**src/rtl/ball_trajectory_pkg.sv**
```systemverilog
// Shared constants and state encoding for the ball trajectory and renderer.
// Position/velocity are fixed point with BT_FRAC fractional bits.
package ball_trajectory_pkg;

    localparam int SCREEN_W = 640;
    localparam int SCREEN_H = 480;
    localparam int BT_FRAC  = 4;
    localparam int BALL_R   = 4;

    localparam logic [1:0] ST_IDLE   = 2'd0;
    localparam logic [1:0] ST_FLIGHT = 2'd1;
    localparam logic [1:0] ST_LANDED = 2'd2;

    typedef enum logic [1:0] {
        IDLE   = ST_IDLE,
        FLIGHT = ST_FLIGHT,
        LANDED = ST_LANDED
    } ball_state_t;

endpackage

```
**src/rtl/ball_step.sv**
```systemverilog
// One-frame integration step: wall bounce, ceiling clamp, floor landing and hoop-crossing detect.
module ball_step
    import ball_trajectory_pkg::*;
#(
    parameter int FRAC     = BT_FRAC,
    parameter int GRAVITY  = 4,
    parameter int X_MIN    = 4,
    parameter int X_MAX    = 635,
    parameter int FLOOR_Y  = 475,
    parameter int HOOP_X_L = 500,
    parameter int HOOP_X_R = 530,
    parameter int HOOP_Y   = 200
)(
    input  logic [9+FRAC:0]   pos_x,
    input  logic [9+FRAC:0]   pos_y,
    input  logic signed [7:0] vx,
    input  logic signed [7:0] vy,
    output logic [9+FRAC:0]   next_x,
    output logic [9+FRAC:0]   next_y,
    output logic signed [7:0] next_vx,
    output logic signed [7:0] next_vy,
    output logic              wall_hit,
    output logic              floor_hit,
    output logic              hoop_cross
);

    localparam int PW = 10 + FRAC;
    localparam logic [9:0] XMIN_I   = 10'(X_MIN);
    localparam logic [9:0] XMAX_I   = 10'(X_MAX);
    localparam logic [9:0] FLOOR_I  = 10'(FLOOR_Y);
    localparam logic [9:0] HOOPL_I  = 10'(HOOP_X_L);
    localparam logic [9:0] HOOPR_I  = 10'(HOOP_X_R);
    localparam logic [9:0] HOOPY_I  = 10'(HOOP_Y);

    // One extra sign bit so moving past 0 shows up as a negative sum.
    logic signed [PW:0] sum_x;
    logic signed [PW:0] sum_y;
    logic [9:0]         int_x;
    logic [9:0]         int_y;
    logic [9:0]         int_y_old;
    logic signed [8:0]  vy_grav;

    always_comb begin
        sum_x     = $signed({1'b0, pos_x}) + $signed({{(PW-7){vx[7]}}, vx});
        sum_y     = $signed({1'b0, pos_y}) + $signed({{(PW-7){vy[7]}}, vy});
        int_x     = sum_x[PW-1:FRAC];
        int_y     = sum_y[PW-1:FRAC];
        int_y_old = pos_y[PW-1:FRAC];
        vy_grav   = $signed({vy[7], vy}) + $signed(9'(GRAVITY));

        next_x   = sum_x[PW-1:0];
        next_vx  = vx;
        wall_hit = 1'b0;
        if (sum_x[PW] || int_x < XMIN_I) begin
            next_x   = {XMIN_I, {FRAC{1'b0}}};
            next_vx  = -vx;
            wall_hit = 1'b1;
        end else if (int_x > XMAX_I) begin
            next_x   = {XMAX_I, {FRAC{1'b0}}};
            next_vx  = -vx;
            wall_hit = 1'b1;
        end

        next_vy = (vy_grav > 9'sd127) ? 8'sd127 : vy_grav[7:0];
        next_y  = sum_y[PW] ? '0 : sum_y[PW-1:0];

        hoop_cross = !sum_y[PW] && !sum_x[PW] && (vy > 8'sd0)
                     && (int_y_old < HOOPY_I) && (int_y >= HOOPY_I)
                     && (int_x >= HOOPL_I) && (int_x <= HOOPR_I);

        floor_hit = !sum_y[PW] && (int_y >= FLOOR_I);
        if (floor_hit) begin
            next_y  = {FLOOR_I, {FRAC{1'b0}}};
            next_vx = '0;
            next_vy = '0;
        end
    end

endmodule

```
**src/rtl/ball_trajectory.sv**
```systemverilog
// Ball position writer: launches on shoot, integrates once per frame,
// rests on the floor for HOLD_FRAMES frames, then returns to the start point.
module ball_trajectory
    import ball_trajectory_pkg::*;
#(
    parameter int FRAC        = BT_FRAC,
    parameter int START_X     = 100,
    parameter int START_Y     = 400,
    parameter int GRAVITY     = 4,
    parameter int X_MIN       = 4,
    parameter int X_MAX       = 635,
    parameter int FLOOR_Y     = 475,
    parameter int HOOP_X_L    = 500,
    parameter int HOOP_X_R    = 530,
    parameter int HOOP_Y      = 200,
    parameter int HOLD_FRAMES = 60
)(
    input  logic              clk,
    input  logic              reset,
    input  logic              refresh_tick,
    input  logic              shoot,
    input  logic signed [7:0] vx_in,
    input  logic signed [7:0] vy_in,
    output logic [9:0]        ball_x,
    output logic [9:0]        ball_y,
    output logic              in_flight,
    output logic              landed,
    output logic              scored
);

    localparam int PW = 10 + FRAC;
    localparam int HW = (HOLD_FRAMES > 2) ? $clog2(HOLD_FRAMES) : 1;
    localparam logic [PW-1:0] START_PX  = {10'(START_X), {FRAC{1'b0}}};
    localparam logic [PW-1:0] START_PY  = {10'(START_Y), {FRAC{1'b0}}};
    localparam logic [HW-1:0] HOLD_LAST = HW'(HOLD_FRAMES - 1);

    ball_state_t       state, state_n;
    logic [PW-1:0]     pos_x, pos_y, pos_x_n, pos_y_n;
    logic signed [7:0] vx, vy, vx_n, vy_n;
    logic [HW-1:0]     hold_cnt, hold_n;
    logic              scored_n;

    logic [PW-1:0]     step_x, step_y;
    logic signed [7:0] step_vx, step_vy;
    logic              wall_hit, floor_hit, hoop_cross;
    logic              wall_hit_unused;

    assign wall_hit_unused = wall_hit;

    ball_step #(
        .FRAC     (FRAC),
        .GRAVITY  (GRAVITY),
        .X_MIN    (X_MIN),
        .X_MAX    (X_MAX),
        .FLOOR_Y  (FLOOR_Y),
        .HOOP_X_L (HOOP_X_L),
        .HOOP_X_R (HOOP_X_R),
        .HOOP_Y   (HOOP_Y)
    ) u_step (
        .pos_x      (pos_x),
        .pos_y      (pos_y),
        .vx         (vx),
        .vy         (vy),
        .next_x     (step_x),
        .next_y     (step_y),
        .next_vx    (step_vx),
        .next_vy    (step_vy),
        .wall_hit   (wall_hit),
        .floor_hit  (floor_hit),
        .hoop_cross (hoop_cross)
    );

    always_comb begin
        state_n  = state;
        pos_x_n  = pos_x;
        pos_y_n  = pos_y;
        vx_n     = vx;
        vy_n     = vy;
        hold_n   = hold_cnt;
        scored_n = 1'b0;
        case (state)
            IDLE: begin
                // Launch only latches velocity; motion starts on the next tick.
                if (shoot) begin
                    state_n = FLIGHT;
                    vx_n    = vx_in;
                    vy_n    = vy_in;
                end
            end
            FLIGHT: begin
                if (refresh_tick) begin
                    pos_x_n  = step_x;
                    pos_y_n  = step_y;
                    vx_n     = step_vx;
                    vy_n     = step_vy;
                    scored_n = hoop_cross;
                    if (floor_hit) begin
                        state_n = LANDED;
                        hold_n  = '0;
                    end
                end
            end
            LANDED: begin
                if (refresh_tick) begin
                    if (hold_cnt == HOLD_LAST) begin
                        state_n = IDLE;
                        pos_x_n = START_PX;
                        pos_y_n = START_PY;
                        hold_n  = '0;
                    end else begin
                        hold_n = hold_cnt + 1'b1;
                    end
                end
            end
            default: state_n = IDLE;
        endcase
    end

    always_ff @(posedge clk) begin
        if (reset) begin
            state     <= IDLE;
            pos_x     <= START_PX;
            pos_y     <= START_PY;
            vx        <= '0;
            vy        <= '0;
            hold_cnt  <= '0;
            in_flight <= 1'b0;
            landed    <= 1'b0;
            scored    <= 1'b0;
        end else begin
            state     <= state_n;
            pos_x     <= pos_x_n;
            pos_y     <= pos_y_n;
            vx        <= vx_n;
            vy        <= vy_n;
            hold_cnt  <= hold_n;
            in_flight <= (state_n == FLIGHT);
            landed    <= (state_n == LANDED);
            scored    <= scored_n;
        end
    end

    assign ball_x = pos_x[PW-1:FRAC];
    assign ball_y = pos_y[PW-1:FRAC];

endmodule

```
**config.mk**
```make
export PLATFORM = sky130hd
export DESIGN_NAME = ball_trajectory
export DESIGN_NICKNAME = d
export VERILOG_FILES = /design/src/rtl/ball_trajectory_pkg.sv /design/src/rtl/ball_step.sv /design/src/rtl/ball_trajectory.sv
export SDC_FILE = /design/constraint.sdc
export NUM_CORES = 1
export LEC_CHECK = 0
export ABC_AREA = 0
export CAP_MARGIN = 20
export CELL_PAD_IN_SITES_DETAIL_PLACEMENT = 1
export CELL_PAD_IN_SITES_GLOBAL_PLACEMENT = 1
export CORE_AREA = 5 5 89 174
export DETAILED_ROUTE_END_ITERATION = 8
export DIE_AREA = 0 0 94 179
export GPL_TIMING_DRIVEN = 0
export HOLD_SLACK_MARGIN = 0.12
export PLACE_DENSITY = 0.68
export SLEW_MARGIN = 20
export SYNTH_ARGS = -nofsm -noshare
export SYNTH_HDL_FRONTEND = slang
export SYNTH_SLANG_ARGS = --single-unit
```
**constraint.sdc**
```tcl
create_clock -name clk -period 4 [get_ports clk]
set_input_delay 0.8 -clock clk [delete_from_list [all_inputs] [get_ports clk]]
set_output_delay 0.8 -clock clk [all_outputs]
set_load 0.02 [all_outputs]
```
Word-level counts from Yosys, hierarchy flattened:

Index checks and enable logic that the tools add are counted.

* flip-flop bits (word level): 55
* output and inout bits: 23
* logic and storage cells: 88
* bits of input ports: 20

* reductions and logical operators: 18
* bitwise operators: 2
* add/sub/neg operators: 5
* $lt $le $gt $ge: 9
* multiplexer cells: 34
* equal/unequal tests: 11

Operators by type and width (count)
* $mux 14: 10
* $mux 8: 9
* $pmux 14 s2: 2
* $pmux 8 s2: 2
* $add 15x8->15: 2
* $mux 6: 4
* $ge 10x9->1 const B: 2
* $pmux 6 s2: 1
* $reduce_and 4->1: 3
* $ge 10x8->1 const B: 1
* $gt 10x10->1 const B: 1
* $le 10x10->1 const B: 1
* $lt 10x3->1 const B: 1
* $lt 10x8->1 const B: 1
* $mux 2: 5
* $ne 2x2->1 const B: 5
* $add 8x4->9 const B: 1
* $gt 9x8->1 const B: 1
* $gt 8x1->1 const B: 1
* $neg 8->8: 1
* $logic_and 1x1->1: 7
* $add 6x1->6 const B: 1
* $eq 6x6->1 const B: 1
* $pmux 2 s3: 1
* 10 further kinds: 15

Logic depth before layout (Yosys ltp):

Gate-level depths: netlist of run 1.

* depth in word-level cells: 8
* depth in mapped cells: 12
* depth with buffers taken out: 11

Cells and area by module:

Synthesis of run 1 repeated with hierarchy kept, for this count alone.

* cells, all modules: 635
* area total of the unflattened synthesis: 4939.7 µm²

By module, submodules not included
* ball_step: seq. area each 0.0 µm², times used 1, cells each 363, area an instance 2519.9 µm²
* ball_trajectory: seq. area each 1101.1 µm², times used 1, cells each 272, area an instance 2419.8 µm²

Least setup slack after synthesis of run 1:

Ideal clock, no wire load.

* kind: register to register
* from: register vx[0]
* to: register vx[2]
* path buffers: 0
* path slack: 819 ps
* clock period less this slack: 3181 ps
* required time: 3881 ps
* stages on the path, launching flop included: 12
* arrival: 3063 ps
* library setup time: 119 ps
* cells stage by stage: dfxtp_1 > ha_1 > fa_1 > a211oi_1 > o211a_1 > nor4_1 > a2111oi_2 > nor4_1 > o31a_2 > nor3_4 > a21oi_4 > o221a_2

* word-level cells in the longest chain between the ends: 7
* elaborated cells between the ends (all ways): 12
* classes of those cells: add/sub: 2; order compare: 2; eq/ne: 1; mux: 5; reduce/logical: 2

Ends and longest elaborated chain
* start, declared: line ball_trajectory.sv:39 `logic signed [7:0] vx, vy, vx_n, vy_n;`
* start signal, assigned: line ball_trajectory.sv:134 `vx <= vx_n;`
* $add 15x8->15: line ball_step.sv:44 `sum_x = $signed({1'b0, pos_x}) + $signed({{(PW-7){vx[7]}}, vx});`
* $lt 10x3->1: line ball_step.sv:54 `if (sum_x[PW] || int_x < XMIN_I) begin`
* $logic_or 1x1->1: line ball_step.sv:54
* $mux 8: line ball_step.sv:54
* $mux 8: line ball_step.sv:72 `if (floor_hit) begin`
* $mux 8: line ball_trajectory.sv:91 `if (refresh_tick) begin`
* $pmux 8 s2: line ball_trajectory.sv:81 `case (state)`

Parallel ways exist; a longest one is shown, timed or not. The select of a mux whose other input is x is not followed.
A chain may end at the register's enable or synchronous reset.

Worst setup path in the final report of run 1:

* from: register vx[0]
* to: register pos_x[11]

* word-level cells in the longest chain between the ends: 6
* elaborated cells between the ends (all ways): 8
* classes of those cells: add/sub: 1; order compare: 2; mux: 4; reduce/logical: 1

Ends and longest elaborated chain
* $add 15x8->15 *: line ball_step.sv:44
* $gt 10x10->1 / $lt 10x3->1 (equally long branches): line ball_step.sv:58, ball_step.sv:54
* $mux 14 / $logic_or 1x1->1 (equally long branches): line ball_step.sv:58, ball_step.sv:54
* $mux 14 *: line ball_step.sv:54
* $mux 14 *: line ball_trajectory.sv:91
* $pmux 14 s2 *: line ball_trajectory.sv:81
* end signal, assigned: line ball_trajectory.sv:132 `pos_x <= pos_x_n;`
* end, declared: line ball_trajectory.sv:38 `logic [PW-1:0] pos_x, pos_y, pos_x_n, pos_y_n;`

Every way passes the cells marked *; elsewhere a longest branch is shown, timed or not. The select of a mux whose other input is x is not followed.

==> results of run 1 <==
-- power breakdown --
group	switching [mW]	internal, mW	leakage (nW)
clock	0.212	0.267	0.0761
sequential	0.0745	0.598	0.448
combinational	0.612	0.424	1.61
total	0.898	1.29	2.13
-- flip-flops by register name, summed over array words and instances, names as in the netlist --
name / count
hold_cnt: 6
in_flight: 1
landed: 1
pos_x: 14
pos_y: 14
scored: 1
state: 2
vx: 8
vy: 8
-- final cells by class --
type	instances	area (um^2)
Buffer	37	267
Fill cell	1730	8640
Clock buffer	7	153
Tap cell	189	236
Inverter	17	63.8
Sequential cell	55	1100
Timing Repair Buffer	44	430
Clock inverter	1	7.51
Multi-Input combinational cell	435	2990
-- cell usage after synthesis, types with 6 or more instances --
cell type and n:
a211oi_1 7, a21o_1 8, a21oi_1 42, a221oi_1 8, a22oi_1 16, a31oi_1 7, and3_1 7, buf_4 20
clkbuf_1 11, dfxtp_1 55, ha_1 33, inv_1 17, nand2_1 51, nand3_1 14, nand4_1 6, nor2_1 52
nor3_1 18, nor4_1 8, o21a_1 8, o21ai_0 26, xnor2_1 13, xor2_1 13
-- worst min-delay path, cell delays in order, from the launching register on --
cell	delay [ps]
dfxtp_1	340
nand2_1	60
a21oi_1	50
-- cells in the final DEF, fill, tap and decap left out, types with 4 or more instances in the layout --
cell type and count:
clkbuf_16 5, nor3b_1 4, a31o_2 4, dfxtp_1 55, clkbuf_1 11, xnor2_1 11
o22ai_1 5, nand2_1 51, nor4_1 8, a21o_1 8, o21ai_0 26, a22oi_1 16
a211oi_1 7, nand4_1 6, xor2_1 13, nor2_1 52, clkbuf_8 5, nor3_1 17
buf_4 24, a31oi_1 7, nand2b_1 4, o211a_1 4, ha_1 33, clkdlybuf4s50_1 40
o21a_1 8, a221oi_1 8, inv_1 17, nand3_1 13, and3_1 7, a21oi_1 42
-- cells by family (layout without fill, tap and decap cells) --
family	Yosys count	in the layout	synth area share (%)
AO/OA/AOI/OAI	182	182	29.5
AND/OR/NAND/NOR	191	191	22.2
buffers and inverters	54	106	7.52
flip-flops	55	55	25.1
adder cells (fa/ha/maj)	35	35	10.3
multiplexers	1	1	0.256
XOR/XNOR	26	26	5.18
-- routing by layer --
metal	track usage, %	vias up
li1	-	2145
met1	16.1	2234
met2	39.7	82
met3	1.26	44
met4	11.3	0
met5	0	-
-- per-stage QoR --
step,utilization [%],instances
global placement,36.2,773
CTS,37.4,781
floorplan,-,544
finish,37.8,785
global route,37.8,785
detailed placement,36.2,773
-- final timing paths --
path	start	to	slack, ps	cells past startpoint
max	vx[0]$_SDFFE_PP0P_	pos_x[11]$_SDFFE_PP0P_	240	13
min	pos_x[7]$_SDFFE_PP0P_	pos_x[7]$_SDFFE_PP0P_	500	2
max reg2reg	vx[0]$_SDFFE_PP0P_	pos_x[11]$_SDFFE_PP0P_	240	13
min reg2reg	pos_x[7]$_SDFFE_PP0P_	pos_x[7]$_SDFFE_PP0P_	500	2
-- repair_timing --
item	in CTS	in global routing
resized for setup	0	5
buffers inserted	0	4
setup endpoints to repair	0	20
hold buffers	0	0
==> impl_metrics.toml, run 1 <==
[status]
outcome = "complete, no violations"

[route]
drtPass1Iterations = 4
met1_length_um = 5120
wl_met2_um = 9180
top_layer_used = "met4"
vias = 4505
wl_met3_um = 226
drt_iter0_markers = 198
ant_nets = 0
drc = 0
drt-wirelength-per-cell_um = 19.6
drt_wl_total_um = 15400
viasPerCell = 5.74

[synthesis]
yosys_warnings = 0
synth-async-reset-ratio_pct = 0
synth_seq_cells = 55
yosysTopAreaCellShare_pct = 25.1
synth_edf_count = 0
syn_area_um2 = 4390
synth-main-ff-cell = "dfxtp_1"
ys_types = 79
synth_area_leaders = "dfxtp_1 25%, ha_1 9.4%, a21oi_1 4.8%, nor2_1 4.4%, nand2_1 4.4%"
synth.largest_area_cell = "dfxtp_1"
syn_inst = 544
avgSynthCellArea_um2 = 8.08
syn_nets = 599
synth_seq_area_share_pct = 25.1

[layout]
antennaDiodeCount = 0
area_growth_pct = 19.5
final_cell_area_um2 = 5250
layout.nets = 650
drive_above_1_share_pct = 11.9

[placement]
post-place-ws_ps = 59.3
io_buffers = 40
place_hpwl_um = 12700
place_area_um2 = 5030
place_congestion = 0.915

[sta]
fin_tns_setup_ps = 0
timing.hold.ws_ps = 499
skew_ps = 11.8
worst_pin_slew_ps = 970
setup-violations-final = 0
layout_setup_ws_ps = 240
max_freq_ghz = 0.266
hold_viol = 0
relSlewSlack_pct = 35.3
fin_crit_sh_pct = 94.0
fin_crit_ps = 3760
rsz0062_at_grt = "false"
final_max_slew_viol_count = 0

[flow_run]
max_cap_violations = 0

[clocking]
cts_buffers = 5
cts-root-buf = "clkbuf_16"
cts_max_level = 2
clock_path_buffers = 2
cts_tree = "yes"
clkLatencyLatePin_ps = 300
cts.sinks = 55
clkTransAtPathRegs_ps = 80

[global_routing]
antenna_found_initial = 0
grt_max_degree = 17
first_global_vias = 4885
grt_use_total_pct = 18.8
gr-total-overflow = 0
grt_first_pass_wirelength_um = 24600

[setup_path]
cpPeakStageDelay_ps = 530
path_class = "flip-flop to flip-flop"
cpMaxStageDelayCell = "nor4_4"
crit_family = "compound AO/OA/AOI/OAI gates"
critPathMaxFanout = 7
arrival_ps = 3990
critPathBufInv = 2
worstPathCellList = "ha_1, fa_1, a211oi_1, o211a_1, nor3_1, a211oi_2, xnor2_1, nor4_4, buf_4, buf_4, nor4_4, a22oi_1, nor2_1"
startpoint_type = "flip-flop"
worstPathRequired_ps = 4230
cp-end-kind = "flip-flop"

[pwr]
p_leak_nw = 2.13
peakVddDrop_v = 0.000194
power_per_cell_area_nw_per_um2 = 417
power.total_mw = 2.19

[floorplan]
fp.dieW_um = 94
ioPinCount = 43
core-area_um2 = 13900
floorplan.initialDensity_pct = 31.6
die_y_um = 179
rows = 61
die_area_um2 = 16800

[hold_path]
hp-class = "flip-flop to flip-flop"
(Power assumes the default switching activity.)
==> run 2: changes to the inputs <==
CORE_AREA = 5 5 77 150   (was 5 5 89 174)
DIE_AREA = 0 0 82 155   (was 0 0 94 179)
PLACE_DENSITY = 0.86   (was 0.68)
==> run 2 against run 1 <==
Final cell count down 7.1%. Sequential share of layout area up 0.54 points. Cell area down 2.5%. First-iteration DRC count down 19%. Die area down 24%. Hold slack better by 19 ps. Sequential power about the same. Wire length down 15%. Critical path depth down 2. Total power down 3.4%. Non-clock buffer count down 4. Fmax up 1.1%. Largest cell class unchanged. Highest routed layer unchanged.
==> impl_metrics.toml, run 2 (same netlist as run 1, synthesis figures left out) <==
[status]
outcome = "complete, no violations"

[layout]
top_regs = "pos_x x14, pos_y x14"
final_cell_mix = "55 x dfxtp_1, 52 x nor2_1, 51 x nand2_1"
final_common_cell = "dfxtp_1"
seqCellArea_um2 = 1100
stdcell_count = 729
drive_above_1_share_pct = 10.8
layout.nets = 646
antennaDiodeCount = 0
fillers = 1306
area_growth_pct = 16.5
multi_input_area_um2 = 2980

[sta]
skew_ps = 6.68
relSlewSlack_pct = 27.8
rsz0062_at_grt = "false"
fin_tns_setup_ps = 0
hold_viol = 0
max_freq_ghz = 0.269
final_max_slew_viol_count = 0
layout_setup_ws_ps = 282
fin_crit_ps = 3720
setup-violations-final = 0
fin_crit_sh_pct = 92.9
timing.hold.ws_ps = 518
worst_pin_slew_ps = 1080

[clocking]
post_cts_buffers = 0
clkTransAtPathRegs_ps = 70
cts_tree = "yes"
cts.sinks = 55
cts_max_level = 2
hold_buffers = 0
clkLatencyLatePin_ps = 300
ctsResizeCount = 0
cts_buffers = 5
cts-root-buf = "clkbuf_16"
clock_path_buffers = 2

[floorplan]
ioPinCount = 43
die_y_um = 155
core-area_um2 = 10300
die_area_um2 = 12700
floorplan.initialDensity_pct = 42.5
rows = 53
fp.dieW_um = 82

[setup_path]
worstPathRequired_ps = 4200
crit_family = "compound AO/OA/AOI/OAI gates"
cpPeakStageDelay_ps = 500
worstPathCellList = "ha_1, fa_1, a211oi_1, o211a_1, nor4_1, a2111oi_2, nor4_1, o31a_2, nor3_4, a21oi_4, o221a_2"
cp-end-kind = "flip-flop"
cp_common_cell = "nor4_1"
cpMaxStageDelayCell = "a2111oi_2"
startpoint_type = "flip-flop"
path_class = "flip-flop to flip-flop"
critPathBufInv = 0
arrival_ps = 3920
critPathMaxFanout = 8

[pwr]
p_leak_nw = 2.10
power_per_cell_area_nw_per_um2 = 413
clkPwrFrac_pct = 20.9
pwr-share-seq_pct = 31.8
switching_power_mw = 0.876
peakVddDrop_v = 0.000281
internal_power_mw = 1.24
pwr-share-comb_pct = 47.4
switching_share_pct = 41.5
power.total_mw = 2.11

[flow_run]
max_cap_violations = 0

[placement]
post-place-ws_ps = 221
place_congestion = 0.863
place_hpwl_um = 10300
dp_cells = 721
io_buffers = 40

[global_routing]
grt_first_pass_wirelength_um = 21600
antenna_found_initial = 0
gr-total-overflow = 0
grt_max_degree = 17
first_global_vias = 4421
grt_use_total_pct = 21.5

[route]
ant_nets = 0
drt-wirelength-per-cell_um = 18.0
drt_iter0_markers = 160
drc = 0
viasPerCell = 5.90
vias = 4302
drtPass1Iterations = 4
drt_wl_total_um = 13100

[hold_path]
hp-class = "flip-flop to flip-flop"
## run 2: cell types whose count changed in the layout (fill, tap and decap cells not counted), sizes merged
cell,delta
clkinvlp,-1
buf,-4
clkinv,+3
clkbuf,-2
## run 2: path summary, 6_finish.rpt
| check | from | endpoint | slack, ps | cells past startpoint |
|---|---|---|---|---|
| worst max-delay path | vx[0]$_SDFFE_PP0P_ | vx[2]$_SDFFE_PP0P_ | 280 | 11 |
| worst min register to register | pos_y[10]$_SDFFE_PP0P_ | pos_y[10]$_SDFFE_PP0P_ | 520 | 2 |
| worst min-delay path | pos_y[10]$_SDFFE_PP0P_ | pos_y[10]$_SDFFE_PP0P_ | 520 | 2 |
| worst max register to register | vx[0]$_SDFFE_PP0P_ | vx[2]$_SDFFE_PP0P_ | 280 | 11 |
## run 2: power by group through the flow
stage               combinational, mW  clock (mW)  sequential [mW]
finish                           1.00       0.441            0.671
detailed placement              0.984           0            0.684
CTS                             0.997       0.446            0.671
global route                     1.11       0.467            0.678
global placement                0.956           0            0.681
floorplan                       0.749           0            0.658
## run 2: worst reg2reg max path, stage by stage, from the launching register on
cell	delay (ps)
dfxtp_1	380
ha_1	240
fa_1	420
a211oi_1	310
o211a_1	250
nor4_1	80
a2111oi_2	500
nor4_1	160
o31a_2	420
nor3_4	400
a21oi_4	130
o221a_2	320
## run 2: cell type report
cell class / instances / area share (%)
buffer: 37 / 5.21
clock inverter: 3 / 0.293
clock buffer: 5 / 2.44
inverter: 17 / 1.25
tap: 137 / 3.35
sequential: 55 / 21.5
multi-input combinational: 435 / 58.1
timing repair buffer: 40 / 7.82
## run 2: per-layer routing
metal,up-vias,part of all wire (%),global-route usage (%)
met3,15,3.3,2.03
met1,2093,43,26.7
met4,0,1.9,5.78
li1,2122,-,-
met2,72,52,38.4
met5,-,0,0
## run 2: metrics by stage
stage	util, %	area (um^2)
floorplan	-	4390
global placement	48.0	4970
detailed placement	48.0	4970
CTS	49.4	5110
global route	49.5	5120
finish	49.5	5120
==> RTL change, RTL diff (settings of run 2) <==
`HOLD_FRAMES`: 60 -> 30.
--- a/src/rtl/ball_trajectory.sv
+++ b/src/rtl/ball_trajectory.sv
@@ -14,5 +14,5 @@
     parameter int HOOP_X_R    = 530,
     parameter int HOOP_Y      = 200,
-    parameter int HOLD_FRAMES = 60
+    parameter int HOLD_FRAMES = 30
 )(
     input  logic              clk,
Function: same outputs for any inputs over 4 cycles, from zero or initial values and one cycle with reset high; that may be too few to reach the edited logic, so the function may still have changed.
==> RTL change against run 2 <==
- final area rose by 1.6%
- critical path type unchanged
- highest routed layer unchanged
- wire length rose by 1.7%
- power up 10%
- area after synthesis rose by 0.80%
- setup slack got worse by 0.012 ns
- sequential share of layout area down 0.72 points
- hold slack got worse by 0.010 ns
- largest power group unchanged
- final cell count is 2.7% higher
- sequential cell count fell by 1
- synthesized cell count increased by 3.3%
==> RTL change: results (changes against run 2) <==
* Status: finished clean
* Reg2Reg Depth at 10 (-1)
* DR iter-0 viols at 194 (+21%)
* H-tree levels at 2 (unchanged)
* Vias in the first global route at 4642 (+5.0%)
* Distinct cells, synth at 77 (-2.5%)
* Largest net degree at the start of global routing at 16 (-1)
* Met2 Track Usage GR at 0.387 (+0.00270)
* Final #Nets at 667 (+3.3%)
* Worst Path Max Fanout at 10 (+2)
* Synth Area in Adders at 0.105 (+0.00201)
* Overall routing resource usage at 0.220 (+0.00515)
* Dpl hpwl at 10600 um (+3.2%)
* Final WS setup at 0.270 ns (-0.0124 ns)
* Root buffer cell: clkbuf_16
* Initial antenna violation count at 0 (unchanged)
* CTS Buf Count at 5 (unchanged)
* Clock Latency Late Sink at 0.30 ns (about the same)
* Clock group at 0.483 mW (+9.5%)
* Synth cell count leaders: a21oi_1, dfxtp_1, nand2_1, o21ai_0, nor2_1
* Wire length of the first global-routing pass at 22400 um (+3.7%)
* Compound-Gate Fraction of Synth Area at 0.324 (+0.0287)
* Mux cell area share after synthesis at 0.00452 (+0.00196)
* RR Startpoint: pos_y[0]
* Final WL at 13300 um (+1.7%)
* LEAKAGE at 2.07 nW (-1.6%)
* Worst r2r dst: vx[6]
* Clk slew on worst S/H paths at 0.07 ns (about the same)
* CP startpoint kind: flip-flop
* Ys async rst share at 0 (unchanged)
* Max IR drop VDD at 0.000288 V (+2.6%)
* Met1 usage at 0.270 (+0.00319)
* Uppermost layer routed: met4
* Total number of vias at 4447 (+3.4%)
* Layout cells sized above 1 at 0.111 (+0.00300)
* Worst Hold Depth at 2 (unchanged)
* Met3 Routed Length at 377 um (-13%)
* Sw power at 0.975 mW (+11%)
* Area contributors post-synth: dfxtp_1, ha_1, a21oi_1
* Post-synthesis xor/xnor area fraction at 0.0356 (-0.0162)
* IO buf count at 42 (+5.0%)
* Met3 usage at 0.0226 (+0.00232)
* Synth warn at 0 (unchanged)
* Initial DRT Pass Iterations at 4 (unchanged)
* Setup WS pre-CTS at 0.226 ns (+0.00435 ns)
* Syn_nets at 618 (+3.2%)
* WL met1 at 5700 um (+1.6%)
* Setup Skew at 0.00510 ns (-0.00158 ns)
* Pwr Total at 2.33 mW (+10%)
* Hold WS at 0.508 ns (-0.0101 ns)
* Critical Path End: vx[6]
* Worst min-delay path startpoint: pos_y[4]
* Top flop regs: pos_x: 14 flops, pos_y: 14 flops
* End of the worst hold path: pos_y[4]
* Routability cong. at 0.914 (+5.9%)
* Seq power at 0.682 mW (+2%)
* Fillers at 1315 (+0.69%)
* Seq/Total Area, Yosys at 0.244 (-0.00650)
* Worst-Margin Slew at 0.827 ns (-0.256 ns)
* Met2 routed WL at 6910 um (+1.3%)
==> RTL change: cell types whose count changed in the layout (fill, tap and decap cells not counted), sizes merged, moves of 4 or more <==
cell / run 2 / this run
a21o: 10 / 14
nand2b: 4 / 10
a22oi: 16 / 10
and3: 8 / 4
a21oi: 44 / 59
o211ai: 3 / 11
o21ai: 28 / 43
or3: 2 / 7
a221o: 4 / 0
o21a: 8 / 3
nor2b: 3 / 9
nor2: 52 / 42
xnor2: 13 / 8
==> RTL change: metrics by stage <==
stage	std cells	area [um^2]
final	749	5200
after global routing	749	5200
after CTS	749	5190
after detailed placement	741	5020
after global placement	741	5020
after floorplan	562	4430
==> RTL change: area by class of cell <==
class | count | area, um^2 | share of cell area
clock buffers | 8 | 166 | 0.0320
multi-input cells | 454 | 3050 | 0.587
flip-flops and latches | 54 | 1080 | 0.208
well taps | 137 | 171 | 0.0330
repair buffers | 42 | 420 | 0.0809
inverters | 15 | 56.3 | 0.0108
plain buffers | 39 | 253 | 0.0486
==> RTL change: worst max-delay path: stages, from the launching register on <==
cell       delay, ns
dfxtp_1         0.31
ha_1            0.24
fa_1            0.42
a21o_1          0.24
a221oi_4        0.38
o311ai_0        0.34
a31o_2          0.36
a311oi_2        0.43
buf_4           0.27
nor2_1          0.21
a2111oi_1       0.42
==> RTL change: cell families (layout without fill, tap and decap cells) <==
logic type               count (synthesis)  count (layout)
buffers and inverters                   54             104
adder cells (fa/ha/maj)                 36              36
XOR/XNOR                                18              18
AO/OA/AOI/OAI                          205             205
flip-flops                              54              54
multiplexers                             2               2
AND/OR/NAND/NOR                        193             193
==> RTL change: timing repair <==
action                     CTS  global route
setup endpoints to repair    0             2
gates resized for setup      0             1
buffers inserted             0             0
